$ cat src/rtl/i2c_pkg.sv
// Purpose : shared I2C definitions for the arbiter and the I2C master.
// Latency : n/a (types and constants only).
// Backpr. : n/a.
// Contents: arbiter state encoding, default wait limits, bus speed codes.
package i2c_pkg;

    typedef enum logic [2:0] {
        ST_IDLE      = 3'd0,
        ST_ISSUE     = 3'd1,
        ST_WAIT_BUSY = 3'd2,
        ST_WAIT_DONE = 3'd3,
        ST_RESP      = 3'd4
    } arb_state_t;

    localparam int I2C_TIMEOUT_CYC_DEF = 65535;
    localparam int I2C_BUSY_CYC_DEF    = 16;

    localparam logic I2C_SPEED_100K = 1'b0;
    localparam logic I2C_SPEED_400K = 1'b1;

endpackage

$ cat src/rtl/i2c_arbiter_rr_pick.sv
// Purpose : round-robin pick, searching upward from i_last+1 with wrap.
// Latency : purely combinational.
// Backpr. : none; o_grant is all-zero when i_req is all-zero.
// Ports   : i_req request vector, i_last previous winner index, o_grant one-hot.
module rr_pick #(
    parameter int NREQ = 4,
    parameter int IW   = 2
) (
    input  logic [NREQ-1:0] i_req,
    input  logic [IW-1:0]   i_last,
    output logic [NREQ-1:0] o_grant
);

    logic [IW-1:0] w_sel;
    logic          w_found;

    always_comb begin
        o_grant = '0;
        w_found = 1'b0;
        w_sel   = '0;
        // Offset NREQ lands back on i_last itself, so the last winner is
        // only chosen when it is the sole requester.
        for (int k = 1; k <= NREQ; k++) begin
            w_sel = IW'((int'(i_last) + k) % NREQ);
            if (!w_found && i_req[w_sel]) begin
                o_grant[w_sel] = 1'b1;
                w_found        = 1'b1;
            end
        end
    end

endmodule

$ cat src/rtl/i2c_arbiter.sv
// Purpose : shares one I2C master among NREQ requesters, round-robin.
// Latency : req_ready is combinational in IDLE; mst_start follows 1 cycle later.
// Backpr. : no grant while the master is busy (mst_ready=0) or a transfer is open.
// Ports   : req_* requester side (packed addr/wdata), rsp_* one-hot completion,
//           mst_* master side; clk rising edge, rst asynchronous active-low.
module i2c_arbiter
    import i2c_pkg::*;
#(
    parameter int NREQ        = 4,
    parameter int TIMEOUT_CYC = I2C_TIMEOUT_CYC_DEF,
    parameter int BUSY_CYC    = I2C_BUSY_CYC_DEF
) (
    input  logic              clk,
    input  logic              rst,
    input  logic [NREQ-1:0]   req_valid,
    output logic [NREQ-1:0]   req_ready,
    input  logic [NREQ-1:0]   req_rw,
    input  logic [NREQ-1:0]   req_speed,
    input  logic [NREQ*7-1:0] req_addr,
    input  logic [NREQ*8-1:0] req_wdata,
    output logic [NREQ-1:0]   rsp_done,
    output logic              rsp_err,
    output logic [7:0]        rsp_rdata,
    output logic              mst_start,
    output logic              mst_rw,
    output logic              mst_speed,
    output logic [6:0]        mst_addr,
    output logic [7:0]        mst_wdata,
    output logic              mst_abort,
    input  logic              mst_ready,
    input  logic [7:0]        mst_rdata,
    input  logic              mst_nack
);

    localparam int          IW       = (NREQ > 1) ? $clog2(NREQ) : 1;
    localparam logic [15:0] BUSY_LIM = 16'(BUSY_CYC - 1);
    localparam logic [15:0] TO_LIM   = 16'(TIMEOUT_CYC - 1);

    arb_state_t      r_state, w_next;
    logic [IW-1:0]   r_last, r_gnt, w_gnt_idx;
    logic [NREQ-1:0] w_pick;
    logic [15:0]     r_cnt;
    logic            r_rw, r_speed, r_nack, r_to;
    logic [6:0]      r_addr;
    logic [7:0]      r_wdata, r_rdata;
    logic            w_grant, w_busy_to, w_done_to, w_cap, w_err;

    rr_pick #(.NREQ(NREQ), .IW(IW)) u_rr_pick (
        .i_req   (req_valid),
        .i_last  (r_last),
        .o_grant (w_pick)
    );

    always_comb begin
        w_gnt_idx = '0;
        for (int i = 0; i < NREQ; i++) begin
            if (w_pick[i]) w_gnt_idx = IW'(i);
        end
    end

    // rst gates the grant so req_ready stays low for the whole reset window.
    assign w_grant   = rst && (r_state == ST_IDLE) && mst_ready && (|req_valid);
    assign w_busy_to = (r_state == ST_WAIT_BUSY) && mst_ready && (r_cnt == BUSY_LIM);
    assign w_done_to = (r_state == ST_WAIT_DONE) && !mst_ready && (r_cnt == TO_LIM);
    assign w_cap     = (r_state == ST_WAIT_DONE) && mst_ready;
    assign w_err     = r_to | r_nack;

    always_comb begin
        w_next    = r_state;
        req_ready = '0;
        mst_start = 1'b0;
        mst_abort = 1'b0;
        rsp_done  = '0;
        rsp_err   = 1'b0;
        rsp_rdata = 8'h00;
        case (r_state)
            ST_IDLE: begin
                if (w_grant) begin
                    req_ready = w_pick;
                    w_next    = ST_ISSUE;
                end
            end
            ST_ISSUE: begin
                mst_start = 1'b1;
                w_next    = ST_WAIT_BUSY;
            end
            ST_WAIT_BUSY: begin
                if (!mst_ready)    w_next = ST_WAIT_DONE;
                else if (w_busy_to) w_next = ST_RESP;
            end
            ST_WAIT_DONE: begin
                // A completion arriving on the timeout cycle wins over the abort.
                if (mst_ready) begin
                    w_next = ST_RESP;
                end else if (w_done_to) begin
                    mst_abort = 1'b1;
                    w_next    = ST_RESP;
                end
            end
            ST_RESP: begin
                rsp_done[r_gnt] = 1'b1;
                rsp_err         = w_err;
                rsp_rdata       = (r_rw && !w_err) ? r_rdata : 8'h00;
                w_next          = ST_IDLE;
            end
            default: w_next = ST_IDLE;
        endcase
    end

    always_ff @(posedge clk or negedge rst) begin
        if (!rst) begin
            r_state <= ST_IDLE;
            r_last  <= IW'(NREQ - 1);
            r_gnt   <= '0;
            r_cnt   <= '0;
            r_rw    <= 1'b0;
            r_speed <= 1'b0;
            r_addr  <= '0;
            r_wdata <= '0;
            r_rdata <= '0;
            r_nack  <= 1'b0;
            r_to    <= 1'b0;
        end else begin
            r_state <= w_next;
            // Counter restarts on every state change and sticks at all-ones.
            if (w_next != r_state)    r_cnt <= '0;
            else if (r_cnt != 16'hFFFF) r_cnt <= r_cnt + 16'd1;
            if (w_grant) begin
                r_gnt   <= w_gnt_idx;
                r_rw    <= req_rw[w_gnt_idx];
                r_speed <= req_speed[w_gnt_idx];
                r_addr  <= req_addr[int'(w_gnt_idx)*7 +: 7];
                r_wdata <= req_wdata[int'(w_gnt_idx)*8 +: 8];
                r_rdata <= '0;
                r_nack  <= 1'b0;
                r_to    <= 1'b0;
            end
            if (w_cap) begin
                r_rdata <= mst_rdata;
                r_nack  <= mst_nack;
            end
            if (w_busy_to || w_done_to) r_to <= 1'b1;
            if (r_state == ST_RESP)     r_last <= r_gnt;
        end
    end

    // Latched fields stay on the bus from ISSUE until the next grant.
    assign mst_rw    = r_rw;
    assign mst_speed = r_speed;
    assign mst_addr  = r_addr;
    assign mst_wdata = r_wdata;

endmodule
$ cat config.mk
export PLATFORM = sky130hd
export DESIGN_NAME = i2c_arbiter
export DESIGN_NICKNAME = d
export VERILOG_FILES = /design/src/rtl/i2c_pkg.sv /design/src/rtl/i2c_arbiter_rr_pick.sv /design/src/rtl/i2c_arbiter.sv
export SDC_FILE = /design/constraint.sdc
export NUM_CORES = 1
export LEC_CHECK = 0
export BUFFER_PORTS_ARGS = -buffer_cell sky130_fd_sc_hd__buf_2
export CORE_MARGIN = 4
export CORE_UTILIZATION = 46
export DETAILED_ROUTE_END_ITERATION = 16
export PLACE_DENSITY = 0.84
export SYNTH_ARGS = -nofsm -noshare
export SYNTH_HDL_FRONTEND = slang
export SYNTH_SLANG_ARGS = --single-unit
export TNS_END_PERCENT = 100
$ cat constraint.sdc
create_clock -name clk -period 3.4 [get_ports clk]
set_clock_uncertainty 0.15 [all_clocks]
set_input_delay 0.17 -clock clk [delete_from_list [all_inputs] [get_ports clk]]
set_output_delay 0.17 -clock clk [all_outputs]
set_load 0.01 [all_outputs]
Word-level counts from Yosys, hierarchy flattened
Cells that the tools add are included.

Register bits: 50. Input bits: 84. Output and inout port bits: 36. Logic and storage cells: 125.

$add $sub $neg: 5. Multipliers: 1. Magnitude comparators: 11. Eq/ne operators: 8. Shift-type cells: 2. Multiplexer cells: 55. Bitwise operators: 4. Reduce and logical (&&, ||, !) cells: 28.

Operators with widths (count): 2-to-1 mux 16 bit (2); 2-to-1 mux 8 bit (4); indexed part select 32 x 6 -> 8 bit (1); 2-to-1 mux 4 bit (7); indexed part select 28 x 6 -> 7 bit (1); 2-to-1 mux 1 bit (23); less-than comparator 2 x 3 -> 1 bit (second input constant) (6); logical AND 1 bit (17); adder 16 x 1 -> 16 bit (second input constant) (1); == test 16 bit (second input constant) (1); == test 16 x 4 -> 1 bit (second input constant) (1); inequality test 16 bit (second input constant) (1); 2-to-1 mux 3 bit (5); binary-select mux 1 bit (select 2 bit) (6); bitwise OR 4 bit (3); one-hot mux 3 bit (4 select lines) (1); demux 1 bit (select 2 bit) (5); greater-or-equal comparator 2 x 1 -> 1 bit (second input constant) (5); == test 3 x 2 -> 1 bit (second input constant) (2); nonzero test 2 bit (3); zero test 1 bit (5); multiplier 2 x 3 -> 5 bit (second input constant) (1); adder 2 x 1 -> 2 bit (second input constant) (2); adder 2 bit (second input constant) (2); other kinds (8) (9).

Logic depth before layout (Yosys ltp)
Gate-level depths: netlist of the first run.

Word-level depth: 18. Mapped depth: 11. Mapped depth without buffers: 8.

Cells and area by module
A second synthesis of the first run with hierarchy kept.

Cell total of the unflattened synthesis: 376. Area total of the unflattened synthesis: 3305.7 sq um.

By module, submodules not included: i2c_arbiter (instances 1, cells each 338, area an instance 2947.8 sq um, seq. area each 1253.7 sq um); rr_pick (instances 1, cells each 38, area an instance 357.8 sq um, seq. area each 0.0 sq um).

Worst setup path before layout of the first run
Ideal clock, no wire load.

Kind: flip-flop to flip-flop. From: reg r_last[0]. To: reg r_addr[0] (netlist: mst_addr[0]). Setup time: 0.077 ns. Data arrival time: 2.723 ns. Data required time: 3.173 ns. Path slack: 0.450 ns. Stages on the path, launching flop included: 11. Buffers on the path: 2. Period minus slack after synthesis: 2.950 ns. Cell sequence: dfstp_2 > buf_6 > inv_1 > ha_1 > mux4_2 > or2_0 > a21o_1 > a221oi_4 > buf_6 > a221oi_2 > a21oi_1.

Cells in the longest elaborated chain, start to end: 18. Elaborated cells on any way between the ends: 53. Those cells by class: add/sub: 4; mul: 1; order compare: 8; shift: 1; mux: 26; bitwise: 3; reduce/logical: 10.

Ends and longest elaborated chain: start, declared (line i2c_arbiter.sv:40) `logic [IW-1:0] r_last, r_gnt, w_gnt_idx;`; start signal, assigned (line i2c_arbiter.sv:113) `r_last <= IW'(NREQ - 1);`; start signal, assigned (line i2c_arbiter.sv:143) `if (r_state == ST_RESP) r_last <= r_gnt;`; parallel branches: the longest is 12 deep, another holds less-than comparator 2 x 3 -> 1 bit; 2-to-1 mux 4 bit (*) (line i2c_arbiter_rr_pick.sv:25) `if (!w_found && i_req[w_sel]) begin`; 2-to-1 mux 1 bit (line i2c_arbiter.sv:57) `if (w_pick[i]) w_gnt_idx = IW'(i);`; 2-to-1 mux 2 bit (line i2c_arbiter.sv:57); 2-to-1 mux 2 bit (*) (line i2c_arbiter.sv:57); multiplier 2 x 3 -> 5 bit (*) (line i2c_arbiter.sv:132) `r_addr <= req_addr[int'(w_gnt_idx)*7 +: 7];`; indexed part select 28 x 6 -> 7 bit (*) (line i2c_arbiter.sv:132); end signal, assigned (line i2c_arbiter.sv:132); end, declared (line i2c_arbiter.sv:44) `logic [6:0] r_addr;`.

Mark *: on every way between the ends. The select of a mux whose other input is x is not followed. A chain may end at the register's enable or synchronous reset.

Worst setup path after layout of the first run
From: reg r_last[0]. To: out req_ready[1].

Cells in the longest elaborated chain, start to end: 15. Elaborated cells on any way between the ends: 50. Those cells by class: add/sub: 4; order compare: 8; mux: 25; bitwise: 3; reduce/logical: 10.

Ends and longest elaborated chain: parallel branches: the longest is 12 deep, another holds less-than comparator 2 x 3 -> 1 bit; 2-to-1 mux 4 bit (*) (line i2c_arbiter_rr_pick.sv:25); 2-to-1 mux 4 bit (*) (line i2c_arbiter.sv:78) `if (w_grant) begin`; 2-to-1 mux 4 bit (*) (line i2c_arbiter.sv:76) `case (r_state)`; end, declared (line i2c_arbiter.sv:16) `output logic [NREQ-1:0] req_ready,`.

Marks and branches as above.

==> impl_metrics.json, run 1 <==
{
  "leakage_nw": 2.00,
  "dieHeight_um": 93.6,
  "totalWireLength_mm": 9.51,
  "async_flop_share_pct": 100,
  "synth-seq-cells": 50,
  "outcome": "finished, final reports clean",
  "mostFrequentLayoutCells": "119 x buf_2, 48 x dfrtp_1, 47 x nor2_1",
  "io_pins": 120,
  "rsz0062_at_grt": "no",
  "drt_first_pass_iters": 6,
  "track_usage_pct": 21.6,
  "cts_sinks": 50,
  "port_buffers": 119,
  "layout-drive-gt1-share_pct": 31.5,
  "synth_area_leader_cell": "dfrtp_1",
  "drt.antenna.violating_nets": 0,
  "drt_iter0_markers": 208,
  "path_class": "reg2out",
  "synthTopCellsByArea": "dfrtp_1 36%, nor2_1 5.2%, and3_1 4.6%, nand2_1 4.6%, a221oi_2 4.5%",
  "worstSkewPairLatency_ns": 0.30,
  "finalSetupTns_ns": 0,
  "htreeDepth": 2,
  "antenna_found_initial": 0,
  "synthDistinctLibCells": 53,
  "n_fill_cell": 596,
  "drv_cap": 0,
  "final_common_cell": "buf_2",
  "hpwl_mm": 6.76,
  "num_antenna_cells": 0,
  "syn_area_mm2": 0.00337,
  "area.sequential_mm2": 0.00126,
  "synth_top_area_share_pct": 35.6,
  "synthCells": 380,
  "cts_buffers": 5,
  "routabilityCongestion": 0.896,
  "cp.required_ns": 3.08,
  "coreArea_mm2": 0.00694,
  "gr-total-overflow": 0,
  "area_growth_pct": 27.0,
  "slew_headroom_pct": 58.2,
  "maxSlewViolCount": 0,
  "die_x_um": 93.6,
  "path_max_fanout": 36,
  "synth-main-ff-cell": "dfrtp_1",
  "clkTransAtPathRegs_ns": 0.10,
  "yosysSeqAreaShare_pct": 37.2,
  "max_freq_ghz": 0.308,
  "multi_input_area_mm2": 0.00201,
  "avgViaCountPerCell": 5.68,
  "via_count": 3407,
  "grt_pass1_wl_mm": 15.4,
  "fin_nets": 596,
  "final_hold_viol_count": 0,
  "worst_hold_slack_ns": 0.0164,
  "drc": 0,
  "worstSetupStartpoint": "r_last[0]",
  "cts_root_buffer": "clkbuf_8",
  "synth_edf_count": 0,
  "die-area_mm2": 0.00877,
  "p_per_area_mw_per_mm2": 691,
  "hold_start": "req_addr[23]",
  "grt_pass1_vias": 3327,
  "hp-class": "in2reg",
  "syn_nets": 473,
  "wl_per_cell_um": 15.8,
  "start_util_pct": 48.6,
  "setup_viol": 0,
  "grt_max_degree": 51,
  "endpoint_kind": "primary output",
  "finalCriticalPeriod_ns": 3.25,
  "r2r-start": "r_last[0]",
  "worstSetupStartpointType": "flop",
  "num_rows": 30,
  "final.period_utilization_pct": 95.6,
  "yosys_warnings": 0,
  "cts_tree": "done",
  "tightest_slew_ns": 0.627,
  "ir_worst_vdd_mv": 0.387,
  "clock_path_buffers": 2,
  "cp.arrival_ns": 2.93,
  "avgSynthCellArea_um2": 8.88
}
[critical path, cell delays in order, from the launching register on]
cell and delay (ns):
dfstp_4 0.74, inv_1 0.14, ha_1 0.35, mux4_2 0.39, or2_0 0.26, o32a_2 0.39, a21oi_1 0.20, buf_2 0.15
[per-layer routing]
metal	GRT usage, %	up-vias	share of wire (%)
li1	-	1632	-
met1	27.2	1643	41
met2	37.6	114	52
met3	2.82	18	5.0
met4	8.06	0	2.3
met5	0	-	0
[cell type report]
class / instances / share of cell area (%)
repair buffers: 139 / 18.0
clock buffers: 6 / 1.69
inverters: 5 / 0.438
multi-input cells: 302 / 46.8
well taps: 96 / 2.80
flip-flops and latches: 50 / 29.4
clock inverters: 2 / 0.876
[repair_timing]
| action | in CTS | in global routing |
|---|---|---|
| setup endpoints to repair | 4 | 9 |
| hold endpoints to repair | 57 | 0 |
| buffers inserted | 0 | 4 |
| hold buffers | 10 | 0 |
| gates cloned | 0 | 0 |
| resized for setup | 3 | 2 |
[through the flow]
stage	power, mW	instance area [um2]	setup slack (ns)	std cells	util, %
after floorplan	2.03	3370	0.450	380	-
after global placement	2.40	4030	0.204	578	58.0
after detailed placement	2.46	4030	0.00417	578	58.0
after CTS	2.90	4250	0.0399	596	61.2
after global routing	3.17	4280	0.0282	600	61.7
final	2.96	4280	0.151	600	61.7
[synth_stat cells, drive strengths merged (4+ instances only)]
| library cell | instances |
|---|---|
| nor3 | 6 |
| a21oi | 23 |
| buf | 8 |
| xor2 | 4 |
| and2 | 11 |
| ha | 9 |
| a21boi | 17 |
| mux4 | 4 |
| o211ai | 18 |
| nand2 | 41 |
| dfrtp | 48 |
| nand3 | 7 |
| a221oi | 18 |
| and3 | 25 |
| o21ai | 18 |
| xnor2 | 10 |
| nor2 | 47 |
| clkbuf | 15 |
| inv | 5 |
| nand4 | 5 |
[power breakdown]
part / internal, mW / switching [mW]
registers: 0.795 / 0.172
clock network: 0.220 / 0.202
logic: 0.647 / 0.924
total: 1.66 / 1.30
[kinds of logic after synthesis]
logic type	Yosys count	share of synthesized area, %
and+or+nand+nor	165	24.3
xor gates and xnor gates	14	3.63
adders and majority gates	9	3.34
buffers and inverters	28	3.82
AOI/OAI and AO/OA	107	24.2
muxes	7	3.56
DFF	50	37.2
[flip-flops by register name, summed over array words and instances, names as in the netlist, 2 cells and up]
register	count
mst_wdata	8
r_cnt	16
r_gnt	2
r_rdata	8
r_state	3
r_last	2
mst_addr	7
[final timing paths]
| kind | endpoint | slack, ns | cells after the start |
|---|---|---|---|
| worst max-delay path | req_ready[1] | 0.15 | 7 |
| worst min-delay path | mst_addr[2] | 0.02 | 3 |
| worst max register to register | mst_rw | 0.19 | 9 |
| worst min register to register | r_to | 0.37 | 2 |
| max in group asynchronous | r_cnt[14] | 2.25 | 3 |
| min in group asynchronous | mst_wdata[3] | 0.44 | 3 |
(Power assumes the default switching activity.)
==> run 2: changes to the inputs <==
--- a/config.mk
+++ b/config.mk
@@ -5,11 +5,12 @@
 export SDC_FILE = /design/constraint.sdc
 export NUM_CORES = 1
 export LEC_CHECK = 0
+export ABC_AREA = 1
 export BUFFER_PORTS_ARGS = -buffer_cell sky130_fd_sc_hd__buf_2
 export CORE_MARGIN = 4
 export CORE_UTILIZATION = 46
 export DETAILED_ROUTE_END_ITERATION = 16
-export PLACE_DENSITY = 0.84
+export PLACE_DENSITY = 0.83
 export SYNTH_ARGS = -nofsm -noshare
 export SYNTH_HDL_FRONTEND = slang
 export SYNTH_SLANG_ARGS = --single-unit
==> run 2 against run 1 <==
Against the previous run: die area rose by 7.1%; synthesized cell count increased by 41%; non-clock buffer count is 6 lower; via count is 13% higher; sequential power decreased by 2.9%; worst hold slack better by 0.015 ns; global-route usage down 0.58 points; clock power about the same; critical path type unchanged; critical endpoint is now req_ready[3]; largest power group unchanged.
==> impl_metrics.json, run 2 <==
{
  "outcome": "finished, final reports clean",
  "hp-class": "in2reg",
  "syn_area_mm2": 0.00364,
  "num_antenna_cells": 0,
  "p_int_mw": 1.84,
  "max_freq_ghz": 0.332,
  "hold_start": "req_wdata[13]",
  "min_to": "mst_wdata[5]",
  "avgViaCountPerCell": 5.09,
  "finalCriticalPeriod_ns": 3.01,
  "tightest_slew_ns": 0.637,
  "die_x_um": 96.9,
  "track_usage_pct": 21.0,
  "hpwl_mm": 7.40,
  "r2r-start": "r_last[0]",
  "synthCells": 535,
  "leakage_nw": 2.47,
  "io_pins": 120,
  "async_flop_share_pct": 100,
  "fin_cells": 758,
  "p_per_area_mw_per_mm2": 884,
  "htreeDepth": 2,
  "yosys_warnings": 0,
  "finish.utilization_pct": 58.0,
  "cts_sinks": 50,
  "place_ws_ns": 0.412,
  "clock_path_buffers": 2,
  "cp.required_ns": 3.08,
  "synth.top_cells.by_count": "133 x nand2_1, 86 x inv_1, 55 x nor2_1",
  "synth.most_common_cell": "nand2_1",
  "cts_root_buffer": "clkbuf_8",
  "p_seq_share_pct": 23.7,
  "synth_top_area_share_pct": 33.0,
  "finalSetupTns_ns": 0,
  "timing.rr.end": "mst_wdata[7]",
  "maxSlewViolCount": 0,
  "dieHeight_um": 96.9,
  "drv_cap": 0,
  "rsz0062_at_grt": "no",
  "cts_buffers": 5,
  "coreArea_mm2": 0.00773,
  "layout_setup_ws_ns": 0.388,
  "yosysSeqAreaShare_pct": 34.5,
  "largest-register": "r_cnt",
  "endpoint_kind": "primary output",
  "cp.arrival_ns": 2.69,
  "r2r_cells": 15,
  "synth_area_leader_cell": "dfrtp_1",
  "path_max_fanout": 36,
  "worstSetupStartpointType": "flop",
  "routabilityCongestion": 0.913,
  "grt_pass1_vias": 3688,
  "num_rows": 32,
  "ff2ff_setup_slack_ns": 0.41,
  "mostFrequentLayoutCells": "133 x nand2_1, 119 x buf_2, 86 x inv_1",
  "wl_per_cell_um": 13.2,
  "via_count": 3861,
  "placed_cells": 741,
  "n_fill_cell": 698,
  "drt_iter0_markers": 180,
  "clkTransAtPathRegs_ns": 0.10,
  "slew_headroom_pct": 57.5,
  "layout-drive-gt1-share_pct": 24.2,
  "gr-total-overflow": 0,
  "drt_first_pass_iters": 4,
  "drc": 0,
  "final_common_cell": "nand2_1",
  "synthTopCellsByArea": "dfrtp_1 33%, nand2_1 14%, inv_1 8.9%, nor2_1 5.7%, nand3_1 4.8%",
  "final_hold_viol_count": 0,
  "synthDistinctLibCells": 35,
  "path_class": "reg2out",
  "start_util_pct": 47.1,
  "synth_edf_count": 0,
  "grt_pass1_wl_mm": 16.7,
  "port_buffers": 119,
  "p_sw_mw": 2.13,
  "final.period_utilization_pct": 88.6,
  "totalWireLength_mm": 10.0,
  "hold_depth": 5,
  "fin_nets": 749,
  "cts_tree": "done",
  "netSwitchingFraction_pct": 53.6,
  "worstSkewPairLatency_ns": 0.31,
  "die-area_mm2": 0.00939,
  "synth-seq-cells": 50,
  "syn_nets": 628,
  "drt.antenna.violating_nets": 0,
  "clkPwrFrac_pct": 10.7,
  "p_comb_share_pct": 65.6,
  "ir_worst_vdd_mv": 0.707,
  "synth-main-ff-cell": "dfrtp_1",
  "antenna_found_initial": 0,
  "cts_repair_resize_count": 0,
  "setup_viol": 0,
  "avgSynthCellArea_um2": 6.80,
  "grt_max_degree": 51,
  "largest_register_ff_count": 16,
  "area_growth_pct": 23.3
}
## run 2: cell count changes after synthesis, sizes merged, moves of 12 or more
| cell | delta |
|---|---|
| a221oi | -18 |
| o211ai | -18 |
| nor2 | +12 |
| nand4 | +14 |
| nand2 | +100 |
| inv | +85 |
| and3 | -25 |
| a21oi | +17 |
| a21boi | -17 |
| nand3 | +29 |
## run 2: cell families after synthesis
kind of cell	after synthesis	share of synthesized area, %
AOI/OAI and AO/OA	72	11.0
xor gates and xnor gates	9	2.17
adders and majority gates	9	3.10
DFF	50	34.5
buffers and inverters	112	12.8
and+or+nand+nor	283	36.5
## run 2: per-stage QoR
step / hold slack [ns] / area (um2) / total power [mW]
4_1_cts: 0.0184 / 4480 / 3.97
6_report: 0.0311 / 4480 / 3.96
3_3_place_gp: 0.211 / 4280 / 3.46
2_1_floorplan: -0.276 / 3640 / 3.10
3_5_place_dp: 0.209 / 4280 / 3.52
5_1_grt: 0.0364 / 4480 / 4.35
## run 2: cell type report
class / count / area (um2) / area share [%]
inverters: 93 / 349 / 7.79
repair buffers: 133 / 726 / 16.2
flip-flops and latches: 50 / 1250 / 28.0
well taps: 102 / 128 / 2.85
multi-input cells: 373 / 1920 / 42.8
clock buffers: 5 / 68.8 / 1.54
clock inverters: 2 / 38.8 / 0.865
## run 2: power groups by stage
stage | registers [mW] | clock network (mW) | logic (mW)
final | 0.939 | 0.425 | 2.60
after global routing | 0.964 | 0.459 | 2.92
after CTS | 0.937 | 0.431 | 2.60
after detailed placement | 0.944 | 0 | 2.58
after global placement | 0.937 | 0 | 2.53
after floorplan | 0.966 | 0 | 2.14
## run 2: worst max path at each step
stage / from / to / slack (ns) / cells past startpoint
final: r_last[1] / req_ready[3] / 0.39 / 13
after global routing: r_last[0] / mst_addr[5] / 0.20 / 17
after CTS: r_last[0] / req_ready[3] / 0.37 / 11
after detailed placement: r_last[0] / mst_wdata[6] / 0.41 / 13
after global placement: r_last[0] / mst_speed / 0.49 / 15
after floorplan: r_last[0] / mst_addr[5] / 0.91 / 15
## run 2: worst max-delay path, stage by stage, from the launching register on
cell,delay (ns)
dfstp_2,0.61
inv_1,0.15
ha_1,0.35
inv_1,0.06
nand3_1,0.12
nand2_4,0.09
nand2_4,0.11
inv_2,0.06
nand3_1,0.08
nand2_2,0.09
nor2_8,0.10
buf_4,0.34
nor2_1,0.07
buf_2,0.15
## run 2: repair_timing
action	in CTS	in global routing
setup buffers	0	0
hold buffers	10	0
endpoints found under the hold margin	57	0
## run 2: per-layer routing
metal,vias to the layer above,GRT usage (%),part of all wire (%)
met5,-,0,0
met1,1761,28.0,43
met2,156,34.9,48
li1,1931,-,-
met4,0,5.62,1.5
met3,13,3.89,6.9
